<file path="config.mk">
export PLATFORM = sky130hd
export DESIGN_NAME = mul_seq
export DESIGN_NICKNAME = d
export VERILOG_FILES = /design/src/rtl/mul_seq.sv
export SDC_FILE = /design/constraint.sdc
export NUM_CORES = 1
export LEC_CHECK = 0
export ABC_CLOCK_PERIOD_IN_PS = 4500
export CAP_MARGIN = 20
export CELL_PAD_IN_SITES_DETAIL_PLACEMENT = 1
export CELL_PAD_IN_SITES_GLOBAL_PLACEMENT = 1
export CORE_UTILIZATION = 38
export CTS_CLUSTER_DIAMETER = 200
export DETAILED_ROUTE_END_ITERATION = 12
export PLACE_DENSITY = 0.84
export SYNTH_ARGS = -nofsm -noshare
export SYNTH_HDL_FRONTEND = slang
export SYNTH_SLANG_ARGS = --single-unit
export TNS_END_PERCENT = 50
</file>
<file path="constraint.sdc">
create_clock -name clk -period 4.5 [get_ports clk]
set_input_delay 1.35 -clock clk [delete_from_list [all_inputs] [get_ports clk]]
set_output_delay 1.35 -clock clk [all_outputs]
set_load 0.01 [all_outputs]
</file>
<file path="src/rtl/mul_seq.sv">
// Sequential shift-add multiplier: W iterations through a single shared adder, optional
// two's-complement fix-up of the magnitude product, and a registered 2W-bit result with overflow.
`ifndef DATAWIDTH
`define DATAWIDTH 32
`endif

module mul_seq_adder #(
  parameter int W = 32
) (
  input  logic [W-1:0] a,
  input  logic [W-1:0] b,
  input  logic         ci,
  output logic [W-1:0] sum,
  output logic         co
);
  assign {co, sum} = {1'b0, a} + {1'b0, b} + {{W{1'b0}}, ci};
endmodule

module mul_seq #(
  parameter int W = `DATAWIDTH
) (
  input  logic         clk,
  input  logic         rst_n,
  input  logic         start,
  input  logic         is_signed,
  input  logic [W-1:0] data_A,
  input  logic [W-1:0] data_B,
  output logic         busy,
  output logic         done,
  output logic [W-1:0] result_hi,
  output logic [W-1:0] result_lo,
  output logic         ovf
);
  localparam int CW = $clog2(W);

  typedef enum logic [2:0] {
    S_IDLE   = 3'd0,
    S_CALC   = 3'd1,
    S_NEG_LO = 3'd2,
    S_NEG_HI = 3'd3,
    S_DONE   = 3'd4
  } state_t;

  state_t         r_state;
  state_t         w_next;
  logic [CW-1:0]  r_cnt;
  logic [W-1:0]   r_hi;
  logic [W-1:0]   r_lo;
  logic [W-1:0]   r_mcand;
  logic           r_neg;
  logic           r_signed;
  logic           r_carry;
  logic [W-1:0]   r_res_hi;
  logic [W-1:0]   r_res_lo;
  logic           r_ovf;

  logic [W-1:0]   w_add_a;
  logic [W-1:0]   w_add_b;
  logic           w_add_ci;
  logic [W-1:0]   w_sum;
  logic           w_co;
  logic [W-1:0]   w_hi_nxt;
  logic [W-1:0]   w_lo_nxt;
  logic [W-1:0]   w_abs_a;
  logic [W-1:0]   w_abs_b;
  logic           w_last;

  // Overflow: the upper half must be pure sign (or zero) extension of the lower half.
  function automatic logic ovf_of(input logic [W-1:0] hi, input logic [W-1:0] lo, input logic sgn);
    logic [W-1:0] ext;
    ext = sgn ? {W{lo[W-1]}} : {W{1'b0}};
    return (hi != ext);
  endfunction

  mul_seq_adder #(.W(W)) u_adder (
    .a   (w_add_a),
    .b   (w_add_b),
    .ci  (w_add_ci),
    .sum (w_sum),
    .co  (w_co)
  );

  // Magnitude 0x80..0 negates to itself and is then treated as unsigned.
  assign w_abs_a = (is_signed && data_A[W-1]) ? (~data_A + {{(W-1){1'b0}}, 1'b1}) : data_A;
  assign w_abs_b = (is_signed && data_B[W-1]) ? (~data_B + {{(W-1){1'b0}}, 1'b1}) : data_B;
  assign w_last  = (r_cnt == CW'(W - 1));

  always_ff @(posedge clk) begin
    if (!rst_n) begin
      r_state <= S_IDLE;
    end else begin
      r_state <= w_next;
    end
  end

  always_comb begin
    w_next = r_state;
    case (r_state)
      S_IDLE:   w_next = start ? S_CALC : S_IDLE;
      S_CALC:   w_next = w_last ? (r_neg ? S_NEG_LO : S_DONE) : S_CALC;
      S_NEG_LO: w_next = S_NEG_HI;
      S_NEG_HI: w_next = S_DONE;
      S_DONE:   w_next = S_IDLE;
      default:  w_next = S_IDLE;
    endcase
  end

  always_comb begin
    busy = 1'b0;
    done = 1'b0;
    case (r_state)
      S_CALC, S_NEG_LO, S_NEG_HI: busy = 1'b1;
      S_DONE:                     done = 1'b1;
      default: begin
        busy = 1'b0;
        done = 1'b0;
      end
    endcase
  end

  // Adder operand steering and next accumulator value.
  always_comb begin
    w_add_a  = r_hi;
    w_add_b  = {W{1'b0}};
    w_add_ci = 1'b0;
    w_hi_nxt = r_hi;
    w_lo_nxt = r_lo;
    case (r_state)
      S_CALC: begin
        w_add_b = r_mcand;
        if (r_lo[0]) begin
          w_hi_nxt = {w_co, w_sum[W-1:1]};
          w_lo_nxt = {w_sum[0], r_lo[W-1:1]};
        end else begin
          w_hi_nxt = {1'b0, r_hi[W-1:1]};
          w_lo_nxt = {r_hi[0], r_lo[W-1:1]};
        end
      end
      S_NEG_LO: begin
        w_add_a  = ~r_lo;
        w_add_ci = 1'b1;
        w_lo_nxt = w_sum;
      end
      S_NEG_HI: begin
        w_add_a  = ~r_hi;
        w_add_ci = r_carry;
        w_hi_nxt = w_sum;
      end
      default: begin
        w_add_a  = r_hi;
        w_add_ci = 1'b0;
      end
    endcase
  end

  always_ff @(posedge clk) begin
    if (!rst_n) begin
      r_cnt    <= {CW{1'b0}};
      r_hi     <= {W{1'b0}};
      r_lo     <= {W{1'b0}};
      r_mcand  <= {W{1'b0}};
      r_neg    <= 1'b0;
      r_signed <= 1'b0;
      r_carry  <= 1'b0;
    end else begin
      case (r_state)
        S_IDLE: begin
          if (start) begin
            r_mcand  <= w_abs_a;
            r_lo     <= w_abs_b;
            r_hi     <= {W{1'b0}};
            r_cnt    <= {CW{1'b0}};
            r_neg    <= is_signed & (data_A[W-1] ^ data_B[W-1]);
            r_signed <= is_signed;
          end
        end
        S_CALC: begin
          r_hi  <= w_hi_nxt;
          r_lo  <= w_lo_nxt;
          r_cnt <= r_cnt + CW'(1);
        end
        S_NEG_LO: begin
          r_lo    <= w_sum;
          r_carry <= w_co;
        end
        S_NEG_HI: r_hi <= w_sum;
        default:  r_carry <= r_carry;
      endcase
    end
  end

  // Results and overflow are latched only on the edge that enters DONE.
  always_ff @(posedge clk) begin
    if (!rst_n) begin
      r_res_hi <= {W{1'b0}};
      r_res_lo <= {W{1'b0}};
      r_ovf    <= 1'b0;
    end else if (w_next == S_DONE && r_state != S_DONE) begin
      r_res_hi <= w_hi_nxt;
      r_res_lo <= w_lo_nxt;
      r_ovf    <= ovf_of(w_hi_nxt, w_lo_nxt, r_signed);
    end else begin
      r_res_hi <= r_res_hi;
    end
  end

  assign result_hi = r_res_hi;
  assign result_lo = r_res_lo;
  assign ovf       = r_ovf;
endmodule
</file>
[Word level (Yosys, flattened, before mapping)]
Index checks and enable logic that the tools add are counted.
Storage, ports and cells
  logic and storage cells: 65
  register bits after elaboration: 172
  input bits: 68
  output and inout port bits: 67
Cells by class
  equal/unequal tests: 9
  $add $sub $neg: 5
  bitwise gates (word level): 6
  reductions and logical operators: 12
  multiplexer cells: 22
Operator list (count)
  $mux 32: 8
  $pmux 32 s2: 3
  $pmux 32 s3: 2
  $not 32->32: 4
  $add 32x1->32 const B: 2
  $add 32x32->33: 1
  $add 33x1->33: 1
  $ne 32x32->1: 1
  $pmux 3 s4: 1
  $pmux 5 s2: 1
  $reduce_and 2->1: 4
  $eq 3x2->1 const B: 2
  $eq 3x3->1 const B: 2
  $mux 3: 2
  $reduce_bool 3->1: 2
  $add 5x1->5 const B: 1
  $eq 5x5->1 const B: 1
  $mux 5: 1
  $eq 3x1->1 const B: 1
  $logic_and 1x1->1: 3
  $logic_not 3->1: 1
  $mux 1: 3
  $ne 3x3->1 const B: 1
  $reduce_or 3->1: 1
  other kinds (5): 5

[Longest topological paths before layout]
  depth in word-level cells: 8
  gate-level depth with buffers: 19
  depth with buffers taken out: 16

[Modules after synthesis]
A second synthesis with hierarchy kept.
Unflattened totals
  cell total of the unflattened synthesis: 1519
  area, all modules: 11736.3 µm²
By module, submodules not included
  mul_seq: cells an instance 1282, times used 1, area each 10022.1 µm²
  mul_seq_adder: cells an instance 237, times used 1, area each 1714.1 µm²

[Worst setup path after synthesis]
No wires, ideal clock.
  kind: reg2reg
  start: register r_state[0]
  end: register r_ovf (netlist: ovf)
  clock period less this slack: 4.547 ns
  cell stages (with the launch flop): 20
  arrival: 4.426 ns
  data required time: 4.379 ns
  path slack: -0.047 ns
  library setup time: 0.121 ns
  cell sequence: dfxtp_1 > clkbuf_1 > nor2b_1 > clkbuf_1 > clkbuf_1 > clkbuf_1 > and3_1 > fa_1 > fa_1 > a211oi_2 > o21ai_1 > a21boi_1 > xor2_1 > a2111oi_2 > nand3_1 > nor4_1 > and4_1 > nand4_1 > o41ai_2 > nand2_1
Between the ends
  cells in the longest elaborated chain, start to end: 8
  elaborated cells between the ends (all ways): 19
Ends and longest elaborated chain
  start, declared: RTL line 44  | state_t r_state;
  start signal, assigned: RTL line 92  | r_state <= w_next;
  $eq 3x2->1 / $eq 3x1->1 (equally long branches): RTL line 98, 128
  $pmux 32 s2 / $mux 32 (equally long branches): RTL line 128  | case (r_state)
  $add 32x32->33: RTL line 16  | assign {co, sum} = {1'b0, a} + {1'b0, b} + {{W{1'b0}}, ci};
  $add 33x1->33: RTL line 16
  $mux 32: RTL line 131  | if (r_lo[0]) begin
  $pmux 32 s2: RTL line 128
  $mux 32: RTL line 71  | ext = sgn ? {W{lo[W-1]}} : {W{1'b0}};
  $ne 32x32->1: RTL line 72  | return (hi != ext);
  end signal, assigned: RTL line 201  | r_ovf <= ovf_of(w_hi_nxt, w_lo_nxt, r_signed);
  end, declared: RTL line 55  | logic r_ovf;
Parallel ways exist; a longest one is shown, timed or not.
A chain may end at the register's enable or synchronous reset.

[Worst setup path after layout]
  start: register r_state[2]
  end: register r_ovf (netlist: ovf)
Same word-level chain as after synthesis.

==> metrics.yaml <==
critical_path:
  setup.worst_path.class: "flip-flop to flip-flop"
  path_buf_inv: 5
  cp-end-kind: "flip-flop"
  cpPeakStageDelay_ns: 0.41
  path_max_fanout: 20
  crit_family: "simple AND/OR/NAND/NOR gates"
  required_ns: 4.85
  cp-start-kind: "flip-flop"
  worst_ep_arrival_time_ns: 4.79
  path_cells: "buf_4 -> nor2b_2 -> buf_6 -> nand3b_1 -> o311ai_1 -> ha_1 -> a21oi_1 -> o21ai_1 -> nor4_2 -> nor2_1 -> xnor2_1 -> buf_4 -> o211ai_1 -> buf_4 -> nand2_1 -> nor4_1 -> buf_4 -> and4_1 -> a2bb2oi_1 -> nand2_1"
  slowest_stage: "ha_1"
  path_common_cell: "buf_4"
hold_path:
  hp-class: "flip-flop to flip-flop"
run:
  drv_cap: 0
grt:
  grt_max_degree: 91
  antenna_found_initial: 1
  track_usage: 0.317
  grt.overflow.total: 0
  grt_pass1_wl_mm: 80.4
  grt_pass1_vias: 14300
power:
  powerDensity_nw_per_um2: 245
  power.switching_mw: 1.21
  power_frac_comb: 0.183
  vdd_ir_drop_max_uv: 287
  p_total_mw: 3.83
  internal_power_mw: 2.62
  clock_power_share: 0.384
  p_sw_frac: 0.317
  p_leak_nw: 5.89
  pwr-share-seq: 0.433
timing:
  tns_ns: 0
  final-max-slew-violation-count: 0
  slew_headroom: 0.395
  clock.fmax_mhz: 225
  skew_ns: 0.0137
  hold_viol: 0
  final.period_utilization: 0.987
  timing.hold.ws_ns: 0.457
  setup_viol: 0
  worstMarginPinSlew_ns: 0.907
  min_period_ns: 4.44
route:
  vias_per_cell: 6.30
  routed_wl_mm: 52.8
  dr.pass1.iters: 10
  drc_errors: 12
  vias: 14100
  postRouteAntennaNets: 0
  drt-initial-drc-count: 1141
  wire_per_inst_um: 23.7
yosys:
  ys_ff_latch: 172
  synthCells: 1622
  synth_top_area_share: 0.287
  synth_most_common_cell: "nand2_1"
  ys.flop_type: "dfxtp_1"
  synth_edf_count: 0
  postSynthAreaPerCell_sq_um: 7.41
  synth_fp_nets: 1727
  yosys-top-cells-count: "184 x nand2_1, 183 x a21oi_1, 172 x dfxtp_1"
  async_flop_share: 0
  synth.largest_area_cell: "dfxtp_1"
  yosysWarnings: 0
  ys_types: 80
  ys_top_cells_by_area: "dfxtp_1 29%, a21oi_1 7.6%, nand2_1 5.7%"
  seq_area_frac_synth: 0.287
  syn_area_sq_um: 12000
finish:
  regArea_sq_um: 3440
  fin_area_sq_um: 15600
  final_layout_size_suffix_gt1_frac: 0.158
  multi_input_area_sq_um: 8420
  instances_no_fill: 2231
  fillers: 3771
  area_growth_syn_to_layout_pct: 30.2
  nets: 1927
floorplanning:
  die-area_sq_um: 32300
  start_util: 0.390
  die_w_um: 180
  core-area_sq_um: 30800
  fp.dieH_um: 180
  io_pins: 135
  rows: 64
cts:
  worstSkewPairLatency_ns: 0.46
  cts_buffers: 17
  ctsLongestPathBuffers: 2
  cts.sinks: 172
  clk_pin_slew_ns: 0.07
  cts_tree: "built"
  h-tree-depth: 4
  cts_hold_buf: 0
  root_buffer: "clkbuf_16"
status:
  run_status: "complete, but fails checks"
  violations: "DRC"
placement:
  globalplace.congestion: 0.999
  dpl.cell_count: 2195
  dp_hpwl_mm: 38.4
  placed_cell_area_sq_um: 14700
  portBuffers: 134
-- placed cells by master (no fill, tap or decap), types with 13 or more instances in the layout --
cell type        Yosys  final
a22oi_1             32     32
o31ai_1             14     14
nand4_1             13     13
inv_1               16     16
a211oi_1            57     55
nand3_1             21     20
xnor2_1             41     36
clkbuf_16            0     17
nor2_1             165    160
a21o_1              16     16
buf_4                0    168
a21oi_1            183    179
a22o_1              15     15
nand2_1            184    184
ha_1                35     28
nand3b_1            35     35
o21ai_0            122    120
dfxtp_1            172    171
o311ai_0            32     19
clkdlybuf4s50_1      0    133
nor3_1              27     24
and3_1              42     42
xor2_1              43     42
a31oi_1             29     27
-- metal layers --
| layer | share of wire | GRT usage | vias up |
|---|---|---|---|
| met1 | 0.40 | 0.368 | 6933 |
| met4 | 0.053 | 0.169 | 0 |
| met2 | 0.50 | 0.565 | 548 |
| met5 | 0 | 0 | - |
| li1 | - | - | 6417 |
| met3 | 0.051 | 0.0401 | 155 |
-- power groups by stage --
stage / registers (mW) / logic (mW) / clock network [mW]
finish: 1.66 / 0.700 / 1.47
global route: 1.66 / 0.749 / 1.54
CTS: 1.66 / 0.669 / 1.49
detailed placement: 1.69 / 0.662 / 0
global placement: 1.69 / 0.644 / 0
floorplan: 1.65 / 0.379 / 0
-- worst paths after layout --
kind	slack, ns	cells after the start	from	end
max	0.06	20	r_state[2]$_SDFF_PN0_	ovf$_SDFFE_PN0P_
max reg2reg	0.06	20	r_state[2]$_SDFF_PN0_	ovf$_SDFFE_PN0P_
min reg2reg	0.46	2	result_hi[21]$_SDFFE_PN0P_	result_hi[21]$_SDFFE_PN0P_
min	0.46	2	result_hi[21]$_SDFFE_PN0P_	result_hi[21]$_SDFFE_PN0P_
-- state kept, by name (all words and copies together) (netlist names) --
name / cells
r_cnt: 5
r_hi: 32
result_lo: 32
result_hi: 32
r_neg: 1
r_mcand: 32
r_state: 3
r_signed: 1
r_carry: 1
r_lo: 32
ovf: 1
-- area by class of cell --
cell class,count,share of cell area
timing repair buffer,306,0.171
antenna,1,0.000160
inverter,17,0.00408
clock inverter,11,0.00712
tap,396,0.0317
multi-input combinational,1308,0.538
clock buffer,20,0.0279
sequential,172,0.220
-- timing repair --
action,in CTS,in global routing
endpoints found under the setup margin,1,2
buffers inserted,0,4
resized for setup,5,69
pin swaps,0,13
-- stage by stage --
stage          setup slack, ns  utilization
3_3_place_gp            -0.131        0.477
3_5_place_dp            -0.239        0.477
5_1_grt                 -0.136        0.507
6_report                0.0570        0.507
2_1_floorplan           0.0226            -
4_1_cts                0.00351        0.495
-- worst min-delay path, stage by stage (launching register included) --
cell and delay (ns):
dfxtp_1 0.31, nand2_1 0.05, a21oi_1 0.05
-- kinds of logic (layout without fill, tap and decap cells) --
family	Yosys count	after routing	synth area share
compound gates	612	612	0.334
xor+xnor	84	84	0.0612
fa+ha+maj	37	37	0.0398
buf+inv	142	354	0.0456
flops	172	172	0.287
mux	8	8	0.00708
other cells	0	1	0
simple gates	567	567	0.226
Note: power is estimated with default switching activity, not from simulation.
